--- config.mk ---
export PLATFORM = sky130hd
export DESIGN_NAME = sm83_bus_ctrl
export DESIGN_NICKNAME = d
export VERILOG_FILES = /design/src/rtl/sm83_bus_pkg.sv /design/src/rtl/sm83_wait_timer.sv /design/src/rtl/sm83_bus_ctrl.sv
export SDC_FILE = /design/constraint.sdc
export NUM_CORES = 1
export LEC_CHECK = 0
export CAP_MARGIN = 10
export CORE_ASPECT_RATIO = 1.5
export CORE_MARGIN = 8
export CORE_UTILIZATION = 25
export CTS_CLUSTER_DIAMETER = 80
export CTS_CLUSTER_SIZE = 10
export DETAILED_ROUTE_END_ITERATION = 8
export PLACE_DENSITY = 0.61
export RECOVER_POWER = 25
export SLEW_MARGIN = 20
export SYNTH_ARGS = -nofsm -noshare
export SYNTH_HDL_FRONTEND = slang
export SYNTH_SLANG_ARGS = --single-unit
export TNS_END_PERCENT = 5
--- constraint.sdc ---
create_clock -name clk -period 2.3 [get_ports clk]
set_input_delay 0.23 -clock clk [delete_from_list [all_inputs] [get_ports clk]]
set_output_delay 0.23 -clock clk [all_outputs]
set_load 0.03 [all_outputs]
--- src/rtl/sm83_bus_pkg.sv ---
// Shared types for the SM83 memory-bus controller: FSM states, default wait
// limit and the per-machine-cycle request snapshot.
package sm83_bus_pkg;

    localparam int MAX_WAIT_DEF = 15;

    typedef enum logic [1:0] {RUN, WAIT, HOLD, HALT} bus_state_t;

    typedef struct packed {
        logic [15:0] addr;
        logic [7:0]  wdata;
        logic        write;
        logic        idle;
        logic        m1;
    } cyc_reg_t;

endpackage

--- src/rtl/sm83_wait_timer.sv ---
// Wait-state counter: loads 1 when a wait begins, counts while the bus is
// stretched, and flags when the configured limit is reached.
module sm83_wait_timer #(
    parameter int MAX_WAIT = 15,
    parameter int WAIT_W   = 4
) (
    input  logic              clk,
    input  logic              reset,
    input  logic              start,
    input  logic              run,
    output logic              expired,
    output logic [WAIT_W-1:0] count
);

    logic [WAIT_W-1:0] r_count;

    always_ff @(posedge clk) begin
        if (reset)
            r_count <= '0;
        else if (start)
            r_count <= WAIT_W'(1);
        else if (run && !expired)
            r_count <= r_count + WAIT_W'(1);
        else if (!run)
            r_count <= '0;
    end

    assign count   = r_count;
    assign expired = (r_count == WAIT_W'(MAX_WAIT));

endmodule

--- src/rtl/sm83_bus_ctrl.sv ---
// SM83 bus controller: turns sequencer T-phases into external bus strobes and
// paces the sequencer through ncyc (wait states, bus hold, halt).
module sm83_bus_ctrl
    import sm83_bus_pkg::*;
#(
    parameter int MAX_WAIT = MAX_WAIT_DEF,
    parameter int WAIT_W   = 4
) (
    input  logic        clk,
    input  logic        reset,
    input  logic        t1,
    input  logic        t2,
    input  logic        t3,
    input  logic        t4,
    input  logic        m1,
    input  logic [15:0] req_addr,
    input  logic [7:0]  req_wdata,
    input  logic        req_write,
    input  logic        req_idle,
    input  logic        halt,
    input  logic        wake,
    input  logic        hold_req,
    input  logic [7:0]  ext_rdata,
    input  logic        ext_wait,
    output logic        ncyc,
    output logic [15:0] ext_addr,
    output logic [7:0]  ext_wdata,
    output logic        ext_mreq,
    output logic        ext_rd,
    output logic        ext_wr,
    output logic        ext_m1,
    output logic        hold_ack,
    output logic [7:0]  rdata,
    output logic        rdata_valid,
    output logic        wait_timeout,
    output logic        halted
);

    bus_state_t        r_state, w_next;
    cyc_reg_t          r_cyc;
    logic              r_halt_ret, w_halt_ret;
    logic              w_done, w_force, w_start_wait, w_expired;
    logic [WAIT_W-1:0] w_count;

    sm83_wait_timer #(.MAX_WAIT(MAX_WAIT), .WAIT_W(WAIT_W)) u_wait (
        .clk     (clk),
        .reset   (reset),
        .start   (w_start_wait),
        .run     ((r_state == WAIT) && !w_done),
        .expired (w_expired),
        .count   (w_count)
    );

    always_comb begin
        w_next       = r_state;
        w_halt_ret   = r_halt_ret;
        ncyc         = 1'b0;
        w_done       = 1'b0;
        w_force      = 1'b0;
        w_start_wait = 1'b0;
        if (reset) begin
            ncyc = 1'b1;
        end else begin
            case (r_state)
                RUN: if (t4) begin
                    if (!r_cyc.idle && ext_wait) begin
                        w_next       = WAIT;
                        w_start_wait = 1'b1;
                    end else begin
                        w_done = 1'b1;
                    end
                end
                // A zeroed counter in WAIT cannot occur legitimately; finish rather than hang.
                WAIT: if (!ext_wait || w_expired || w_count == '0) begin
                    w_done  = 1'b1;
                    w_force = ext_wait;
                end
                HOLD: begin
                    if (wake)
                        w_halt_ret = 1'b0;
                    if (!hold_req) begin
                        if (r_halt_ret && !wake) begin
                            w_next = HALT;
                        end else begin
                            w_next = RUN;
                            ncyc   = 1'b1;
                        end
                    end
                end
                HALT: begin
                    if (hold_req) begin
                        w_next     = HOLD;
                        w_halt_ret = !wake;
                    end else if (wake) begin
                        w_next = RUN;
                        ncyc   = 1'b1;
                    end
                end
                default: w_next = RUN;
            endcase
            if (w_done) begin
                if (hold_req) begin
                    w_next     = HOLD;
                    w_halt_ret = halt;
                end else if (halt) begin
                    w_next = HALT;
                end else begin
                    w_next = RUN;
                    ncyc   = 1'b1;
                end
            end
        end
    end

    always_ff @(posedge clk) begin
        if (reset) begin
            r_state      <= RUN;
            r_cyc        <= '0;
            r_halt_ret   <= 1'b0;
            ext_addr     <= '0;
            ext_wdata    <= '0;
            ext_mreq     <= 1'b0;
            ext_rd       <= 1'b0;
            ext_wr       <= 1'b0;
            ext_m1       <= 1'b0;
            hold_ack     <= 1'b0;
            rdata        <= '0;
            rdata_valid  <= 1'b0;
            wait_timeout <= 1'b0;
            halted       <= 1'b0;
        end else begin
            r_state     <= w_next;
            r_halt_ret  <= w_halt_ret;
            hold_ack    <= (w_next == HOLD);
            halted      <= (w_next == HALT);
            rdata_valid <= 1'b0;
            if (w_force)
                wait_timeout <= 1'b1;
            if (r_state == RUN && t1) begin
                r_cyc     <= '{addr: req_addr, wdata: req_wdata, write: req_write,
                               idle: req_idle, m1: m1};
                ext_addr  <= req_idle ? 16'h0 : req_addr;
                ext_wdata <= (!req_idle && req_write) ? req_wdata : 8'h0;
                ext_mreq  <= !req_idle;
                ext_rd    <= !req_idle && !req_write;
                ext_m1    <= !req_idle && m1;
            end
            if (r_state == RUN && t2 && !r_cyc.idle && r_cyc.write)
                ext_wr <= 1'b1;
            if (w_done) begin
                ext_addr  <= '0;
                ext_wdata <= '0;
                ext_mreq  <= 1'b0;
                ext_rd    <= 1'b0;
                ext_wr    <= 1'b0;
                ext_m1    <= 1'b0;
                if (!r_cyc.idle && !r_cyc.write) begin
                    rdata       <= ext_rdata;
                    rdata_valid <= 1'b1;
                end
            end
        end
    end

endmodule

==> results of run 1 <==
==> final cells by class <==
cell class                 instances  area share
clock buffer                       7      0.0451
clock inverter                     1     0.00950
inverter                           5     0.00594
multi-input combinational        170       0.301
sequential                        49       0.310
tap                              105      0.0416
timing repair buffer              92       0.287
==> power by group through the flow <==
stage | combinational (uW) | clock, uW | sequential [uW]
floorplan | 170 | 0 | 986
global placement | 413 | 0 | 927
finish | 407 | 850 | 909
CTS | 422 | 892 | 910
detailed placement | 416 | 0 | 929
global route | 439 | 927 | 914
==> tightest hold or removal path: cells and delay by family, from the launching register on <==
family / cells / cell delay (ns)
compound gates: 1 / 0.05
simple gates: 1 / 0.05
flops: 1 / 0.30
==> placed cells by master (no fill, tap or decap), drive strengths merged, types with 9 or more instances in the layout <==
cell type,count
mux2i,9
dlygate4sd3,20
clkdlybuf4s50,63
nand3,14
nand2,35
nand3b,18
a21oi,34
dfxtp,49
nor2,28
==> path summary, 6_finish.rpt <==
check	cells past startpoint	start	endpoint	slack, ns
max	7	u_wait.count[0]$_SDFFE_PP0P_	ncyc	0.1
min	2	ext_addr[12]$_SDFFE_PP0P_	ext_addr[12]$_SDFFE_PP0P_	0.45
max reg2reg	8	u_wait.count[0]$_SDFFE_PP0P_	hold_ack$_SDFF_PP0_	0.23
min reg2reg	2	ext_addr[12]$_SDFFE_PP0P_	ext_addr[12]$_SDFFE_PP0P_	0.45
==> per-stage QoR <==
| stage | setup WS (ns) | hold WS (ns) | total power (uW) | area [um2] |
|---|---|---|---|---|
| 2_1_floorplan | 0.0845 | 0.366 | 1160 | 2030 |
| 3_3_place_gp | 0.231 | 0.438 | 1340 | 2980 |
| 3_5_place_dp | 0.227 | 0.443 | 1340 | 2980 |
| 4_1_cts | 0.0809 | 0.452 | 2220 | 3170 |
| 5_1_grt | 0.0104 | 0.467 | 2280 | 3160 |
| 6_report | 0.0981 | 0.447 | 2170 | 3160 |
==> what timing repair did <==
| item | CTS | global route |
|---|---|---|
| gates resized for setup | 1 | 0 |
| hold buffers | 0 | 0 |
| setup buffers | 1 | 0 |
| setup endpoints to repair | 1 | 0 |
==> sequential cells by signal, indices dropped and copies added, names as in the netlist <==
name	flops
r_state	2
rdata	8
wait_timeout	1
ext_mreq	1
hold_ack	1
r_halt_ret	1
r_cyc	2
ext_wr	1
ext_addr	16
rdata_valid	1
halted	1
u_wait.count	4
ext_wdata	8
ext_m1	1
ext_rd	1
==> kinds of logic (layout without fill, tap and decap cells) <==
logic type,count (synthesis),in the layout,synth area share
simple gates,112,112,0.276
flops,49,49,0.483
compound gates,46,46,0.129
buf+inv,21,105,0.0511
mux,9,9,0.0444
fa+ha+maj,2,2,0.0123
xor+xnor,1,1,0.00431
==> layer usage <==
layer  wire length [um]  up-vias  GRT usage  share of wire
met5                  0        -          0              0
met4                 90        0     0.0394          0.016
met3                491        6     0.0317          0.087
met2               2760       66      0.167           0.49
met1               2330      884      0.112           0.41
li1                   -      978          -              -
==> flow_summary.json, run 1 <==
{
  "multi_input_area_um2": 951,
  "syn_inst": 240,
  "cts-root-buf": "clkbuf_16",
  "antenna_left": 0,
  "switchingPower_uw": 548,
  "rsz0062_at_grt": "no",
  "cts_inserted_buffers": 5,
  "crit_buf_inv": 2,
  "area_delta_synth_final_pct": 55.7,
  "setup_viol": 0,
  "yosys-top-cells-count": "49 x dfxtp_1, 35 x nand2_1, 34 x a21oi_1, 28 x nor2_1, 18 x nand3b_1",
  "drt_first_pass_iters": 4,
  "final_util": 0.397,
  "fp.dieH_um": 126,
  "syn_avg_cell_area_um2": 8.46,
  "maxSlewHeadroom": 0.618,
  "drive_above_1_share": 0.0586,
  "skew_ns": 0.00669,
  "finalCriticalPeriod_ns": 2.20,
  "critPathRequiredTime_ns": 2.07,
  "p_per_area_nw_per_um2": 685,
  "dp.cells": 420,
  "track_usage": 0.0996,
  "hp-class": "reg -> reg",
  "viasPerCell": 4.51,
  "cp.arrival_ns": 1.97,
  "clock_latency_ns": 0.29,
  "startpoint_type": "flop",
  "diodes": 0,
  "combPwrFrac": 0.188,
  "stdcell_count": 429,
  "tritoncts": "yes",
  "cp-end-kind": "primary output",
  "grt_pass1_wl_um": 9010,
  "cp_slowest_cell": "or3b_4",
  "grt_pass1_vias": 1864,
  "fin_crit_sh": 0.957,
  "synth.most_common_cell": "dfxtp_1",
  "wire_per_inst_um": 13.2,
  "grt_max_degree": 29,
  "clk_pin_slew_ns": 0.06,
  "num_rows": 40,
  "h-tree-depth": 2,
  "max_freq_mhz": 454,
  "yosys.area.top_type_share": 0.483,
  "dr_total_vias": 1934,
  "synth_nets": 287,
  "async_flop_share": 0,
  "ir_drop_mv": 0.266,
  "crit_type": "reg -> out",
  "antenna_found_initial": 0,
  "slew_violations": 0,
  "clock_sinks": 49,
  "io_buffers": 84,
  "routabilityCongestion": 0.772,
  "tightest_slew_ns": 0.572,
  "clkPwrFrac": 0.393,
  "worst-path-max-fanout": 4,
  "synth_ff_type": "dfxtp_1",
  "slowest_delay_ns": 0.39,
  "seqPwrFrac": 0.420,
  "seqCellArea_um2": 981,
  "synth_top_cell_by_area": "dfxtp_1",
  "ys_ff_latch": 49,
  "finalHoldViolations": 0,
  "synth_edf_count": 0,
  "initial_core_util": 0.255,
  "core_area_um2": 7960,
  "status": "completed",
  "grt-ovfl-total": 0,
  "die_area_um2": 11300,
  "crit_chain": "inv_1 > ha_1 > or3b_4 > a31oi_4 > nor2_1 > o31ai_2 > buf_12",
  "p_int_uw": 1620,
  "dpl.hpwl_um": 4170,
  "ios": 86,
  "netlist_area_um2": 2030,
  "nNetsFinal": 370,
  "post-route-drc-count": 0,
  "switching_share": 0.253,
  "synth_area_leaders": "dfxtp_1 48%, a21oi_1 8.4%, nand3b_1 6.7%, nand2_1 6.5%, nor2_1 5.2%",
  "drt_iter0_drc": 77,
  "yosys_warnings": 0,
  "clock_path_buffers": 2,
  "cap_violations": 0,
  "n_fill_cell": 804,
  "wirelength_um": 5670,
  "crit_family": "simple AND/OR/NAND/NOR gates",
  "dieWidth_um": 89.6,
  "yosysSeqAreaShare": 0.483,
  "synthDistinctLibCells": 35,
  "leakage_uw": 0.00122,
  "fin_setup_tns_ns": 0
}
(Power assumes the default switching activity.)
==> inputs of run 2 (changes only) <==
DONT_BUFFER_PORTS = 1   (was default)
PLACE_DENSITY = 0.47   (was 0.61)
==> flow_summary.json, run 2 (synthesized netlist as in run 1, its figures left out) <==
{
  "worst-path-max-fanout": 4,
  "viasPerCell": 4.78,
  "dp_slack_ns": 0.0249,
  "whs_path_depth": 2,
  "clock_latency_ns": 0.29,
  "hold_path_startpoint": "req_idle",
  "largestRegisters": "ext_addr: 16 flops, ext_wdata: 8 flops, rdata: 8 flops",
  "h-tree-depth": 2,
  "post-route-drc-count": 0,
  "r2r_cells": 8,
  "num_rows": 40,
  "power.total_uw": 2020,
  "p_per_area_nw_per_um2": 859,
  "initial_core_util": 0.255,
  "cts_inserted_buffers": 5,
  "fp.dieH_um": 126,
  "drt_first_pass_iters": 4,
  "cts_setup_buffers": 0,
  "antenna_left": 0,
  "ios": 86,
  "drt_iter0_drc": 52,
  "nNetsFinal": 289,
  "tritoncts": "yes",
  "hp-class": "in -> reg",
  "tightest_slew_ns": 0.655,
  "dpl.hpwl_um": 4060,
  "n_fill_cell": 840,
  "finalCriticalPeriod_ns": 2.25,
  "startpoint_type": "flop",
  "cp.arrival_ns": 2.02,
  "clock_sinks": 49,
  "antenna_found_initial": 0,
  "cts-root-buf": "clkbuf_16",
  "final_cell_mix": "49 x dfxtp_1, 35 x nand2_1, 34 x a21oi_1",
  "core_area_um2": 7960,
  "io_buffers": 0,
  "reg2reg_from": "u_wait.count[0]$_SDFFE_PP0P_",
  "status": "completed",
  "drive_above_1_share": 0.0823,
  "grt_pass1_wl_um": 8330,
  "setup_viol": 0,
  "max_freq_mhz": 445,
  "finalHoldViolations": 0,
  "clock_path_buffers": 2,
  "grt_pass1_vias": 1581,
  "maxSlewHeadroom": 0.563,
  "crit_type": "reg -> out",
  "cp-end-kind": "primary output",
  "dr_total_vias": 1665,
  "whs_ns": 0.0778,
  "critPathRequiredTime_ns": 2.07,
  "dieWidth_um": 89.6,
  "grt_max_degree": 29,
  "track_usage": 0.0968,
  "diodes": 0,
  "wire_per_inst_um": 16.0,
  "area_delta_synth_final_pct": 16.0,
  "slew_violations": 0,
  "leakage_uw": 0.000859,
  "rsz0062_at_grt": "yes",
  "hold_end": "r_cyc[1]$_SDFFE_PP0P_",
  "clk_pin_slew_ns": 0.06,
  "final_util": 0.296,
  "regToRegSetupSlack_ns": 0.24,
  "mostFrequentLayoutCell": "dfxtp_1",
  "fin_crit_sh": 0.977,
  "cap_violations": 0,
  "timing.final.ws_setup_ns": 0.0535,
  "routabilityCongestion": 0.739,
  "die_area_um2": 11300,
  "grt-ovfl-total": 0,
  "r2r_end": "hold_ack$_SDFF_PP0_",
  "skew_ns": 0.00389,
  "ir_drop_mv": 0.399,
  "fin_setup_tns_ns": 0,
  "largest_register_ff_count": 16,
  "regMostFlops": "ext_addr",
  "wirelength_um": 5580
}
## run 2: repair_timing
| item | in CTS | in global routing |
|---|---|---|
| endpoints found under the setup margin | 1 | 9 |
| hold buffers | 3 | 0 |
| endpoints found under the hold margin | 12 | 0 |
| gates cloned | 0 | 0 |
| gates resized for setup | 1 | 1 |
## run 2: layer usage
layer / up-vias / global-route usage / part of all wire
met5: - / 0 / 0
met4: 0 / 0.0423 / 0.022
met3: 7 / 0.0459 / 0.11
met2: 66 / 0.166 / 0.49
met1: 776 / 0.0950 / 0.37
li1: 816 / - / -
## run 2: report_power, final
group	internal [uW]	total (uW)	switching [uW]
clock	516	834	318
sequential	887	977	90.1
combinational	87.8	214	126
## run 2: final cells by class
type / instances / area, um2 / share of cell area
Multi-Input combinational cell: 170 / 955 / 0.405
Inverter: 5 / 18.8 / 0.00797
Clock inverter: 2 / 38.8 / 0.0165
Tap cell: 105 / 131 / 0.0558
Timing Repair Buffer: 11 / 103 / 0.0435
Clock buffer: 6 / 129 / 0.0547
Sequential cell: 49 / 981 / 0.416
## run 2: worst max-delay path by stage
stage                     slack (ns)                         start                     to
after floorplan                 0.08  u_wait.count[0]$_SDFFE_PP0P_                   ncyc
after detailed placement        0.02  u_wait.count[0]$_SDFFE_PP0P_  rdata[6]$_SDFFE_PP0P_
after global placement          0.11  u_wait.count[0]$_SDFFE_PP0P_  rdata[2]$_SDFFE_PP0P_
final                           0.05  u_wait.count[0]$_SDFFE_PP0P_                   ncyc
after CTS                      0.001  u_wait.count[0]$_SDFFE_PP0P_  rdata[6]$_SDFFE_PP0P_
after global routing           -0.06  u_wait.count[0]$_SDFFE_PP0P_                   ncyc
## run 2: stage by stage
stage | area (um2) | cells
after global routing | 2360 | 348
after CTS | 2350 | 348
after global placement | 2150 | 337
after floorplan | 2030 | 240
final | 2360 | 348
after detailed placement | 2150 | 337
## run 2: worst max-delay path, stage by stage, from the launching register on
cell and delay (ns):
dfxtp_1 0.34, inv_1 0.10, ha_1 0.15, or3b_4 0.39, a31oi_4 0.21, nor2_1 0.10
o31ai_2 0.22, buf_4 0.20
==> RTL change 1, RTL diff (flow settings as in run 1) <==
Encoding of `bus_state_t`: now one-hot (4 bits for 4 states).
--- a/src/rtl/sm83_bus_pkg.sv
+++ b/src/rtl/sm83_bus_pkg.sv
@@ -6,3 +6,3 @@
 
-    typedef enum logic [1:0] {RUN, WAIT, HOLD, HALT} bus_state_t;
+    typedef enum logic [3:0] {RUN = 4'b0001, WAIT = 4'b0010, HOLD = 4'b0100, HALT = 4'b1000} bus_state_t;
 
Check against the original RTL: same outputs for any inputs over 10 cycles, from zero or initial values and one cycle with reset high; not proved beyond that.
==> RTL change 1 against run 1 <==
Clock power rose by 1%; synthesized area grew 6.4%; sequential share of layout area rose by 0.084 points; sequential power grew 5.8%; design area rose by 3.8%; sequential cell count up 2; fmax rose by 2.7%; synthesized cell count grew 3.3%; worst setup slack improved by 0.058 ns; routed wire length is 8.6% higher; total power grew 6.8%; die area up 5.4%; cell count up 2.3%.
==> RTL change 1: results (changes against run 1) <==
metric,value,unit,change
outcome,"finished, final reports clean",,unchanged
mux share of post-synthesis cell area,4.169,%,was 4.436%
VDD IR max,0.4465,mV,was 0.2657 mV
Synth top cells by count,"dfxtp_1 (51), nor2_1 (38), a21oi_1 (37)",,"was dfxtp_1 (49), nand2_1 (35), a21oi_1 (34)"
Hold Path End,ext_wdata[3]$_SDFFE_PP0P_,,was ext_addr[12]$_SDFFE_PP0P_
clock skew,0.002892,ns,was 0.006694 ns
DRT Pass-1 Iters,5,,was 4
dpl hpwl,4.582,mm,was 4.170 mm
Mapped Cells,248,,was 240
Worst path top cell family by delay,compound AO/OA/AOI/OAI gates,,was simple AND/OR/NAND/NOR gates
placed insts,430,,was 420
DR iter-0 viols,85,,was 77
Finished Layout Cells,439,,was 429
placed cell area,3098,um2,was 2980 um2
Filler cells,898,,was 804
complex-gate fraction of the synthesized area,14.53,%,was 12.88%
sequential fraction of design power,41.6,%,was 42.0%
maximum fanout along the worst path,5,,was 4
first-pass GRT wire length,10.17,mm,was 9.011 mm
adder-cell share of the synthesized area,1.158,%,was 1.232%
Final Wtd Congestion,0.7608,,was 0.7719
Slew headroom,61.29,%,was 61.80%
Gate power share,21.3,%,was 18.8%
post-synth net total,295,,was 287
Yosys cell types,38,,was 35
top post-synthesis cells by area,"dfxtp_1 (47%), a21oi_1 (8.6%), nor3b_1 (6.9%)",,"was dfxtp_1 (48%), a21oi_1 (8.4%), nand3b_1 (6.7%)"
terminus of the critical flop-to-flop path,ext_addr[12]$_SDFFE_PP0P_,,was hold_ack$_SDFF_PP0_
==> RTL change 1: changes by cell type after synthesis, sizes merged, moves of 3 or more <==
cell / change
a21oi: +3
buf: -3
clkbuf: +3
nand2: -16
nand2b: -3
nand3b: -17
nor2: +10
nor2b: +4
nor3b: +19
==> RTL change 1: tightest hold or removal path, cell delays in order (launching register included) <==
cell	delay, ns
dfxtp_1	0.31
nand2_1	0.05
a21oi_1	0.05
==> RTL change 1: cell families (layout without fill, tap and decap cells) <==
logic type | Yosys count | after routing
XOR/XNOR | 2 | 2
AND/OR/NAND/NOR | 113 | 113
multiplexers | 9 | 9
flip-flops | 51 | 51
adder cells (fa/ha/maj) | 2 | 2
AO/OA/AOI/OAI | 52 | 52
buffers and inverters | 19 | 103
==> RTL change 1: routing by layer <==
metal	routed length (um)	GRT usage, %	share of wire (%)
met5	0	0	0
met4	98	4.571	1.6
met3	493	4.368	8.0
met2	3208	18.58	52
met1	2355	10.61	38
==> RTL change 1: layout make-up <==
type                            instances  area share (%)
Clock buffer                            6           4.232
Clock inverter                          2           1.067
Inverter                                3          0.3431
Multi-Input combinational cell        178           31.80
Sequential cell                        51           31.11
Tap cell                              107           4.079
Timing Repair Buffer                   92           27.37
==> RTL change 1: metrics by stage <==
step	utilization, %	setup slack (ns)
after floorplan	-	0.4069
after global placement	36.82	0.2218
after detailed placement	36.82	0.1961
after CTS	38.98	0.04576
after global routing	39.01	0.05431
final	39.01	0.1558
==> RTL change 1: what timing repair did <==
| action | CTS | global route |
|---|---|---|
| pin swaps | 0 | 0 |
| setup buffers | 1 | 0 |
| setup endpoints to repair | 1 | 2 |
| gates resized for setup | 0 | 1 |
| hold buffers | 0 | 0 |
==> RTL change 2, RTL diff (settings of run 1) <==
Made on the original files. `WAIT_W` is set to 4 in 2 places; all go to 6.
--- a/src/rtl/sm83_wait_timer.sv
+++ b/src/rtl/sm83_wait_timer.sv
@@ -4,3 +4,3 @@
     parameter int MAX_WAIT = 15,
-    parameter int WAIT_W   = 4
+    parameter int WAIT_W   = 6
 ) (
--- a/src/rtl/sm83_bus_ctrl.sv
+++ b/src/rtl/sm83_bus_ctrl.sv
@@ -6,3 +6,3 @@
     parameter int MAX_WAIT = MAX_WAIT_DEF,
-    parameter int WAIT_W   = 4
+    parameter int WAIT_W   = 6
 ) (
Check against the original RTL: no difference found for any inputs over 10 cycles, from zero or initial values and one cycle with reset high; that may be too few to reach the edited logic, so the function may still have changed.
==> RTL change 2 against run 1 <==
Routed wire length up 8.3%; synthesized area up 8.8%; register-to-register slack better by 0.08 ns; largest power group unchanged; cell count up 1.6%; worst setup slack better by 0.073 ns; sequential share of layout area down 0.28 points; total power up 13%; design area up 5.1%; sequential cell count up 2.
==> RTL change 2: results (changes against run 1) <==
metric,value,unit,change
top post-synthesis cells by area,"dfxtp_1 (46%), a21oi_1 (7.2%), nor3b_1 (6.5%)",,"was dfxtp_1 (48%), a21oi_1 (8.4%), nand3b_1 (6.7%)"
Clk pwr share,34.9,%,was 39.3%
share of cells above drive strength 1,8.282,%,was 5.864%
# resized after CTS,0,,was 1
Via Count,2016,,was 1934
Clock Buffer Count,6,,was 7
crit path DAT,1.90,ns,was 1.97 ns
R2R Setup Slk,0.31,ns,was 0.23 ns
Critical R2R Launch,r_state[1]$_SDFF_PP0_,,was u_wait.count[0]$_SDFFE_PP0P_
sequential cell area share,30.75,%,was 31.02%
outcome,"finished, final reports clean",,unchanged
Int Pwr,1763,uW,was 1618 uW
GR Util met1,10.66,%,was 11.15%
Final nets,372,,was 370
Synth top cells by count,"dfxtp_1 (51), a21oi_1 (32), nor2_1 (31)",,"was dfxtp_1 (49), nand2_1 (35), a21oi_1 (34)"
VDD IR max,0.4703,mV,was 0.2657 mV
clock skew,0.005596,ns,was 0.006694 ns
Yosys cell types,43,,was 35
Clock Sinks,51,,was 49
placed insts,428,,was 420
Mapped Cells,246,,was 240
Post-CTS Setup Bufs,0,,was 1
met2 usage,17.91,%,was 16.70%
terminus of the critical flop-to-flop path,ext_wdata[6]$_SDFFE_PP0P_,,was hold_ack$_SDFF_PP0_
Max Fclk,469.6,MHz,was 454.2 MHz
Hold Path End,ext_wdata[4]$_SDFFE_PP0P_,,was ext_addr[12]$_SDFFE_PP0P_
via/cell ratio,4.624,,was 4.508
Filler cells,909,,was 804
pre-CTS setup slack,0.3600,ns,was 0.2269 ns
met2 wire length,3.178,mm,was 2.756 mm
worst-margin pin slew,1.296,ns,was 0.5718 ns
WL met1,2.535,mm,was 2.329 mm
DR iter-0 viols,55,,was 77
Met3 Routed Length,393,um,was 491 um
signal buffers share of area,26.87,%,was 28.69%
comb_multi_in,174,,was 170
[RTL change 2: cell count changes in the layout (fill, tap and decap cells not counted), moves of 3 or more]
cell	change
a211oi_1	+3
buf_4	-4
mux2_4	+8
mux2i_1	-9
nand2_1	-17
nand3b_1	-18
nor2_1	+3
nor2b_1	+9
nor3b_1	+19
[RTL change 2: per-stage QoR]
stage                     total power (uW)  cell area (um2)
after floorplan                       1388             2210
after global placement                1625             3154
after detailed placement              1635             3154
after CTS                             2512             3328
after global routing                  2584             3324
final                                 2452             3324
[RTL change 2: cell families (layout without fill, tap and decap cells)]
logic type               after synthesis  count (layout)  share of synthesized area (%)
AND/OR/NAND/NOR                      103             103                          24.74
AO/OA/AOI/OAI                         58              58                          16.53
flip-flops                            51              51                          46.21
buffers and inverters                 21             101                          4.756
multiplexers                           8               8                          5.436
XOR/XNOR                               3               3                          1.189
adder cells (fa/ha/maj)                2               2                          1.132
